--- config.mk ---
export PLATFORM = sky130hd
export DESIGN_NAME = adder_acc
export DESIGN_NICKNAME = d
export VERILOG_FILES = /design/src/rtl/adder_acc_pkg.sv /design/src/rtl/adder_acc_alu.sv /design/src/rtl/adder_acc.sv
export SDC_FILE = /design/constraint.sdc
export NUM_CORES = 1
export LEC_CHECK = 0
export CELL_PAD_IN_SITES_DETAIL_PLACEMENT = 1
export CELL_PAD_IN_SITES_GLOBAL_PLACEMENT = 1
export CORE_MARGIN = 3
export CORE_UTILIZATION = 37
export CTS_BUF_LIST = sky130_fd_sc_hd__clkbuf_16
export DETAILED_ROUTE_END_ITERATION = 8
export MAX_ROUTING_LAYER = met4
export PLACE_DENSITY = 0.88
export SLEW_MARGIN = 20
export SYNTH_ARGS = -nofsm -noshare
export SYNTH_HDL_FRONTEND = slang
export SYNTH_SLANG_ARGS = --single-unit
--- constraint.sdc ---
create_clock -name clk -period 2.05 [get_ports clk]
set_input_delay 0.5125 -clock clk [delete_from_list [all_inputs] [get_ports clk]]
set_output_delay 0.5125 -clock clk [all_outputs]
set_load 0.005 [all_outputs]
--- src/rtl/adder_acc_pkg.sv ---
// Shared definitions for the adder/accumulator block: operation encoding
// used by the control path in adder_acc and the datapath in adder_acc_alu.
package adder_acc_pkg;

  typedef enum logic [1:0] {
    MODE_ADD    = 2'd0,
    MODE_SUB    = 2'd1,
    MODE_ACC    = 2'd2,
    MODE_SATADD = 2'd3
  } mode_e;

endpackage : adder_acc_pkg

--- src/rtl/adder_acc_alu.sv ---
// Purely combinational arithmetic for adder_acc: computes the candidate
// result and whether the selected operation overflowed or underflowed.
module adder_acc_alu
  import adder_acc_pkg::*;
#(
  parameter int WIDTH = 8
) (
  input  logic [WIDTH-1:0] a,
  input  logic [WIDTH-1:0] b,
  input  logic [WIDTH-1:0] acc,
  input  mode_e            mode,
  output logic [WIDTH-1:0] value,
  output logic             ovf_set
);

  // One guard bit on each sum exposes carry-out (or borrow for SUB).
  logic [WIDTH:0] add_w;
  logic [WIDTH:0] sub_w;
  logic [WIDTH:0] acc_w;

  assign add_w = {1'b0, a} + {1'b0, b};
  assign sub_w = {1'b0, a} - {1'b0, b};
  assign acc_w = {1'b0, acc} + {1'b0, a};

  // NOTE: every output gets a default before the case so no path leaves it
  // unassigned; otherwise synthesis would infer a latch to hold the old value.
  always_comb begin
    value   = add_w[WIDTH-1:0];
    ovf_set = add_w[WIDTH];
    case (mode)
      MODE_ADD: begin
        value   = add_w[WIDTH-1:0];
        ovf_set = add_w[WIDTH];
      end
      MODE_SUB: begin
        value   = sub_w[WIDTH-1:0];
        ovf_set = sub_w[WIDTH];
      end
      MODE_ACC: begin
        value   = acc_w[WIDTH-1:0];
        ovf_set = acc_w[WIDTH];
      end
      MODE_SATADD: begin
        value   = add_w[WIDTH] ? {WIDTH{1'b1}} : add_w[WIDTH-1:0];
        ovf_set = add_w[WIDTH];
      end
    endcase
  end

endmodule : adder_acc_alu

--- src/rtl/adder_acc.sv ---
// Adder/accumulator with a one-deep valid/ready output register, a sticky
// overflow flag and a count of accepted operations.
module adder_acc
  import adder_acc_pkg::*;
#(
  parameter int WIDTH = 8,
  parameter int CNT_W = 8
) (
  input  logic             clk,
  input  logic             rst,
  input  logic [WIDTH-1:0] a,
  input  logic [WIDTH-1:0] b,
  input  logic [1:0]       mode,
  input  logic             in_valid,
  output logic             in_ready,
  input  logic             clr,
  output logic [WIDTH-1:0] result,
  output logic             out_valid,
  input  logic             out_ready,
  output logic             ovf,
  output logic [CNT_W-1:0] op_count
);

  logic [WIDTH-1:0] acc_q,       acc_d;
  logic [WIDTH-1:0] result_q,    result_d;
  logic             out_valid_q, out_valid_d;
  logic             ovf_q,       ovf_d;
  logic [CNT_W-1:0] cnt_q,       cnt_d;

  logic             accept;
  logic [WIDTH-1:0] alu_value;
  logic             alu_ovf;
  mode_e            mode_sel;

  assign mode_sel = mode_e'(mode);

  // The output slot is free when empty or being drained this same cycle,
  // which gives full throughput under continuous out_ready.
  assign in_ready = !out_valid_q || out_ready;
  assign accept   = in_valid && in_ready && !clr;

  adder_acc_alu #(
    .WIDTH (WIDTH)
  ) u_alu (
    .a       (a),
    .b       (b),
    .acc     (acc_q),
    .mode    (mode_sel),
    .value   (alu_value),
    .ovf_set (alu_ovf)
  );

  always_comb begin
    acc_d       = acc_q;
    result_d    = result_q;
    out_valid_d = out_valid_q;
    ovf_d       = ovf_q;
    cnt_d       = cnt_q;

    if (accept) begin
      result_d    = alu_value;
      out_valid_d = 1'b1;
    end else if (out_ready) begin
      out_valid_d = 1'b0;
    end

    // clr touches only the bookkeeping state; the output register is left
    // to the handshake so a pending result is not lost.
    if (clr) begin
      acc_d = '0;
      ovf_d = 1'b0;
      cnt_d = '0;
    end else if (accept) begin
      if (mode_sel == MODE_ACC) acc_d = alu_value;
      if (alu_ovf) ovf_d = 1'b1;
      cnt_d = cnt_q + CNT_W'(1);
    end
  end

  // NOTE: state registers use non-blocking assignments so every flop samples
  // the pre-edge values; blocking here would create order-dependent races.
  always_ff @(posedge clk or posedge rst) begin
    if (rst) begin
      acc_q       <= '0;
      result_q    <= '0;
      out_valid_q <= 1'b0;
      ovf_q       <= 1'b0;
      cnt_q       <= '0;
    end else begin
      acc_q       <= acc_d;
      result_q    <= result_d;
      out_valid_q <= out_valid_d;
      ovf_q       <= ovf_d;
      cnt_q       <= cnt_d;
    end
  end

  assign result    = result_q;
  assign out_valid = out_valid_q;
  assign ovf       = ovf_q;
  assign op_count  = cnt_q;

endmodule : adder_acc

==> summary.txt, run 1 <==
Outcome
  • Run status: finished, violations left
  • Failing checks: setup timing

Finish
  • Non-filler cells, final: between 500 and 600
  • Commonest non-fill, non-tap cell in the layout: buf_4
  • Layout cell share with drive strength beyond 1: 47.79%
  • Layout net count: a little under 500
  • Area growth, synth to finish: 71.61%
  • Most frequent cells in the layout: buf_4, dfrtp_1, clkdlybuf4s50_1

Floorplan
  • Initial core utilization: between 30% and 40%
  • Die area: 8069 um^2
  • I/O pin count: 42
  • FP Rows: 29
  • Core area: 6568 um^2
  • Die H: 89.83 um
  • Die W: roughly 90 um

CTS
  • Htree depth: 1
  • Post-CTS Hold Fix Bufs: 0
  • TritonCTS clock tree: yes
  • Total CTS buffers: 3
  • Clk sinks: 26
  • Clock Latency Late Sink: 0.27 ns
  • Reg clk slew, reported paths: ~0.07 ns
  • CTS max path bufs: 2
  • CTS root buffer: clkbuf_16

Global routing
  • Tot GR Track Use: between 30% and 40%
  • First-pass GRT wire length: between 20 and 25 mm
  • Vias in the first global route: roughly 3600
  • Largest net degree at the start of global routing: 27
  • Initial antenna violation count: 1
  • GRT Residual Overflow: 0

Power
  • Tot Pwr: 2.339 mW
  • Pwr Density: 524.3 nW/um^2
  • Worst VDD drop: 0.7877 mV
  • Leak Pwr: 1.973 nW

Setup path
  • CP most frequent cell: buf_4
  • CP max FO: 4
  • Slowest-stage cell, CP: fa_2
  • Crit Path Class: input port to flip-flop
  • R2R setup slack: -0.28 ns
  • Critical Path AT: 2.56 ns
  • Reg2reg end: ovf
  • Max stage delay on crit path: around 0.4 ns
  • CP Cell Sequence: buf_8 > buf_6 > buf_4 > inv_1 > fa_2 > nor2b_2 > o31a_1 > buf_4 > nor3_1 > o21ai_0 > o211a_1 > o32ai_2
  • Startpoint types: input port
  • Req. time, crit path: approximately 2.2 ns
  • CP endpoint kind: flip-flop
  • Reg2Reg Depth: 9
  • Critical path origin: a[1]
  • Worst r2r src: acc_q[0]

Timing
  • Final Setup Violations: 18
  • Least-Margin Pin Slew: 0.6125 ns
  • Final Slew Violations: 0
  • Minimum hold slack: 0.5065 ns
  • Unrepaired setup endpoints after global routing: yes
  • Final WS setup: -0.3733 ns
  • Final hold vios: 0
  • Min Tclk post-route: 2.423 ns
  • Worst slew margin: between 50% and 60%
  • Max Freq: 412.7 MHz
  • Layout Skew: 0.01016 ns
  • Crit share post-route: 118.2%

Place
  • Dpl cells: 498
  • # port buffers: between 40 and 50
  • Final GP Congestion: a little under 0.9
  • HPWL Detailed: between 8 and 9 mm
  • Worst slack, placed: -0.9353 ns

Worst hold path
  • WHS Path Cells: 2
  • HP Start: result[1]
  • Worst hold path class: flip-flop to flip-flop
  • Worst min-delay path endpoint: result[1]

Yosys
  • Synth Instances: 299
  • Sequential-to-total area share from yosys stat: between 20 and 30%
  • Async S/R FF share, synth: 100.0%
  • Largest cells by area after synthesis: dfrtp_1, ha_1, a21oi_1
  • Ys Warns: 0
  • Cell taking the most area after synthesis: dfrtp_1
  • Most used DFF post-synth: dfrtp_1
  • Yosys cell types: 64
  • Cell Area, Synth: 2600 um^2
  • Avg Inst Size Synth: 8.696 um^2
  • Synthesized flop and latch total: 26
  • EDFF count, synth: 0
  • Synth top area share: roughly 25%
  • Synthesized Nets: 354

Routing
  • DR WL/cell: roughly 28 um
  • Total number of vias: approximately 3400
  • Vias per cell: 6.421
  • Total wire length: between 10 and 15 mm
  • First-pass DRT Iterations: 6
  • DR iter-0 viols: 298
  • DRC viols: 0
  • Routed Antenna Nets: 0

Flow run
  • Max_cap viols: 0
[stage by stage]
stage          instance area (um^2)  utilization (%)  TNS, ns
5_1_grt                        4462            67.94   -4.146
3_3_place_gp                   3722            56.68   -12.89
6_report                       4462            67.94   -2.932
4_1_cts                        4207            64.05   -1.532
2_1_floorplan                  2700                -  -0.9892
3_5_place_dp                   3722            56.68   -14.21
[layer usage]
layer	vias up	GRT usage (%)	share of wire, %
met5	-	-	0
met4	0	15.45	6.1
met3	91	6.093	6.6
met2	233	56.02	50
met1	1664	35.19	38
li1	1370	-	-
[logic make-up (layout without fill, tap and decap cells)]
logic type | after synthesis | count (layout) | synth area share (%)
adders and majority gates | 32 | 32 | 16.27
and+or+nand+nor | 88 | 88 | 18.10
muxes | 4 | 4 | 1.540
buffers and inverters | 36 | 166 | 6.063
AOI/OAI and AO/OA | 102 | 102 | 29.31
DFF | 26 | 26 | 25.02
other | 0 | 1 | 0
xor gates and xnor gates | 11 | 11 | 3.705
[synthesized netlist by cell type, types with 4 or more instances]
cell type / count
clkbuf_1: 6
xor2_1: 7
a21oi_1: 23
nor3_1: 7
or3_1: 6
nor2b_1: 8
o21a_1: 5
xnor2_1: 4
a31oi_1: 5
ha_1: 29
nor2_1: 16
nand2_1: 20
dfrtp_1: 26
a21o_1: 5
inv_1: 25
nor3b_1: 4
a211oi_1: 4
nand3_1: 4
mux2i_1: 4
o21ai_0: 12
nand4_1: 5
[how the worst max path moves through the flow]
stage                     endpoint  depth (start not counted)
after global routing           ovf                         12
final                          ovf                         12
after global placement    acc_q[6]                         10
after CTS                 acc_q[6]                         10
after floorplan           acc_q[7]                          8
after detailed placement  acc_q[6]                         10
[timing repair]
item / in CTS / in global routing
setup buffers: 14 / 6
gates resized for setup: 144 / 42
hold endpoints to repair: 0 / 0
setup endpoints to repair: 18 / 19
pin swaps: 46 / 24
[report_power, final]
group          internal, mW  switching [mW]  total, mW
combinational         0.558           0.592       1.15
sequential            0.561          0.0456      0.607
clock                 0.389           0.194      0.583
[layout make-up]
cell class	instances	area (um^2)
clock inverters	1	30.03
clock buffers	3	75.07
flip-flops and latches	26	650.6
multi-input cells	237	2295
repair buffers	136	1187
well taps	93	116.4
diodes	1	2.502
fillers	701	2106
inverters	26	105.1
[critical path, delay by kind of cell]
kind | cells | cell delay (ns)
compound gates | 4 | 0.93
fa+ha+maj | 1 | 0.40
buf+inv | 5 | 0.49
simple gates | 2 | 0.22
[sequential cells by signal (all words and copies together) (netlist names)]
| name | count |
|---|---|
| acc_q | 8 |
| op_count | 8 |
| result | 8 |
| out_valid | 1 |
| ovf | 1 |
(Power assumes the default switching activity.)
==> run 2, diff against run 1 <==
CORE_MARGIN = 8   (was 3)
==> run 2 against run 1 <==
  * The flow still finishes with violations (setup timing)
  * Wire length is 15% lower
  * Register-to-register slack gained 0.02 ns
  * Clock skew is 0.0071 ns lower
  * Critical path type unchanged
  * Highest routed layer unchanged
==> summary.txt, run 2 (synthesis results as in run 1) <==
CTS
  • CTS root buffer: clkbuf_16
  • Htree depth: 1 (unchanged)
  • Clk sinks: 26 (unchanged)
  • TritonCTS clock tree: yes
  • Post-CTS Hold Fix Bufs: 0 (unchanged)
  • Reg clk slew, reported paths: 0.06 ns (about the same)
  • Clock Latency Late Sink: 0.26 ns (about the same)
  • Total CTS buffers: 3 (unchanged)
  • CTS max path bufs: 2 (unchanged)

Setup path
  • Slowest-stage cell, CP: fa_2
  • Reg2reg end: acc_q[6]
  • Startpoint types: input port
  • Critical path endpoint: acc_q[6]
  • R2R setup slack: -0.26 ns (+0.02 ns)
  • Crit-path leading delay family: compound AO/OA/AOI/OAI gates
  • Crit Path Class: input port to flip-flop
  • Worst r2r src: acc_q[0]
  • Reg2Reg Depth: 8 (-1)
  • CP max FO: 3 (-1)
  • Req. time, crit path: 2.20 ns (about the same)
  • CP endpoint kind: flip-flop
  • CP Cell Sequence: buf_8 > ha_4 > fa_2 > nand2b_4 > a211oi_4 > buf_4 > o21ba_1 > buf_4 > buf_4 > o21ai_1 > a21oi_2 > o31ai_2
  • Critical Path AT: 2.51 ns (-0.05 ns)
  • Levels on crit path: 12 (unchanged)
  • Critical path origin: a[0]
  • Bufs and invs on worst path: 4 (-1)
  • CP most frequent cell: buf_4
  • Max stage delay on crit path: 0.37 ns (-0.03 ns)

Worst hold path
  • Worst hold path class: flip-flop to flip-flop
  • HP Start: result[1]
  • WHS Path Cells: 2 (unchanged)

Flow run
  • Max_cap viols: 0 (unchanged)

Timing
  • Final WS setup: -0.3088 ns (+0.06456 ns)
  • Minimum hold slack: 0.4935 ns (-0.01306 ns)
  • Max Freq: 424.0 MHz (+2.7%)
  • Crit share post-route: 115.1% (-3.1 points)
  • Final Slew Violations: 0 (unchanged)
  • Least-Margin Pin Slew: 0.5193 ns (-0.09319 ns)
  • Final Setup Violations: 11 (-7)
  • Unrepaired setup endpoints after global routing: yes
  • Worst slew margin: 65.02% (+6.3 points)
  • Layout Skew: 0.003048 ns (-0.007117 ns)
  • Final hold vios: 0 (unchanged)
  • Min Tclk post-route: 2.359 ns (-0.06456 ns)

Place
  • HPWL Detailed: 8.101 mm (+0.57%)
  • Dpl cells: 500 (+0.40%)
  • Worst slack, placed: -0.9612 ns (-0.02587 ns)
  • # port buffers: 41 (unchanged)
  • Final GP Congestion: 0.8854 (about the same)

Outcome
  • Failing checks: setup timing
  • Run status: finished, violations left

Floorplan
  • Die W: 99.83 um (+11%)
  • Initial core utilization: 38.27% (-1.3 points)
  • I/O pin count: 42 (unchanged)
  • Die area: 9965 um^2 (+24%)
  • FP Rows: 30 (+3.4%)
  • Core area: 6794 um^2 (+3.4%)
  • Die H: 99.83 um (+11%)

Routing
  • Routed Antenna Nets: 0 (unchanged)
  • First-pass DRT Iterations: 5 (-1)
  • DR WL/cell: 23.86 um (-15%)
  • Vias per cell: 5.943 (-7.4%)
  • DR iter-0 viols: 153 (-49%)
  • Total wire length: 12.51 mm (-15%)
  • DRC viols: 0 (unchanged)
  • Total number of vias: 3114 (-7.3%)

Global routing
  • First-pass GRT wire length: 18.35 mm (-8.9%)
  • Tot GR Track Use: 23.91% (-8.2 points)
  • Largest net degree at the start of global routing: 27 (unchanged)
  • GRT Residual Overflow: 0 (unchanged)
  • Vias in the first global route: 3432 (-5.1%)
  • Initial antenna violation count: 0 (-1)

Finish
  • Most frequent cells in the layout: buf_4, dfrtp_1, clkdlybuf4s50_1
  • Diode count: 0 (-1)
  • Layout cell share with drive strength beyond 1: 45.56% (-2.2 points)
  • Non-filler cells, final: 524 (+0.19%)
  • Final core utilization: 64.27% (-3.7 points)
  • Fillcell total: 753 (+7.4%)
  • Layout net count: 485 (unchanged)
  • Commonest non-fill, non-tap cell in the layout: buf_4
  • Area growth, synth to finish: 67.95%

Power
  • Leak Pwr: 1.960 nW (-0.68%)
  • Pwr Density: 486.2 nW/um^2 (-7.3%)
  • Worst VDD drop: 0.2719 mV (-65%)
  • Tot Pwr: 2.123 mW (-9.2%)
run 2: cell types whose count changed in the layout (fill, tap and decap cells not counted), sizes merged:
| cell | delta |
|---|---|
| dlygate4sd2 | +1 |
| dlymetal6s2s | -1 |
| diode | -1 |
| bufinv | -1 |
run 2: cell type report:
type / instances / area, um^2 / area share [%]
tap: 96 / 120.1 / 2.751
multi-input combinational: 237 / 2261 / 51.78
clock buffer: 3 / 75.07 / 1.719
inverter: 26 / 105.1 / 2.407
timing repair buffer: 136 / 1155 / 26.45
sequential: 26 / 650.6 / 14.90
run 2: worst min path at each step:
| stage | end |
|---|---|
| CTS | result[1] |
| global route | result[0] |
| floorplan | result[0] |
| global placement | result[1] |
| finish | result[1] |
| detailed placement | result[1] |
run 2: routing by layer:
| metal | vias to the layer above | GRT usage, % | part of all wire, % |
|---|---|---|---|
| met2 | 153 | 42.64 | 52 |
| met5 | - | - | 0 |
| met1 | 1539 | 26.39 | 37 |
| met4 | 0 | 8.847 | 5.1 |
| li1 | 1365 | - | - |
| met3 | 57 | 3.460 | 5.4 |
run 2: timing repair:
item | in CTS | in global routing
gates resized for setup | 122 | 50
buffers inserted | 13 | 8
pin swaps | 40 | 39
endpoints found under the setup margin | 18 | 19
run 2: power breakdown:
group          internal (mW)  switching, mW  total [mW]
Clock                  0.259          0.169       0.428
Combinational          0.543          0.541        1.08
Sequential             0.562         0.0495       0.611
run 2: metrics by stage:
step	TNS [ns]	area, um^2
floorplan	-0.9892	2700
global placement	-13.10	3719
detailed placement	-14.48	3719
CTS	-1.071	4076
global route	-2.482	4367
finish	-1.704	4367
run 2: tightest hold or removal path: stages (launching register included):
cell and delay [ns]:
dfrtp_1 0.35, nand2_1 0.05, nand2_1 0.06
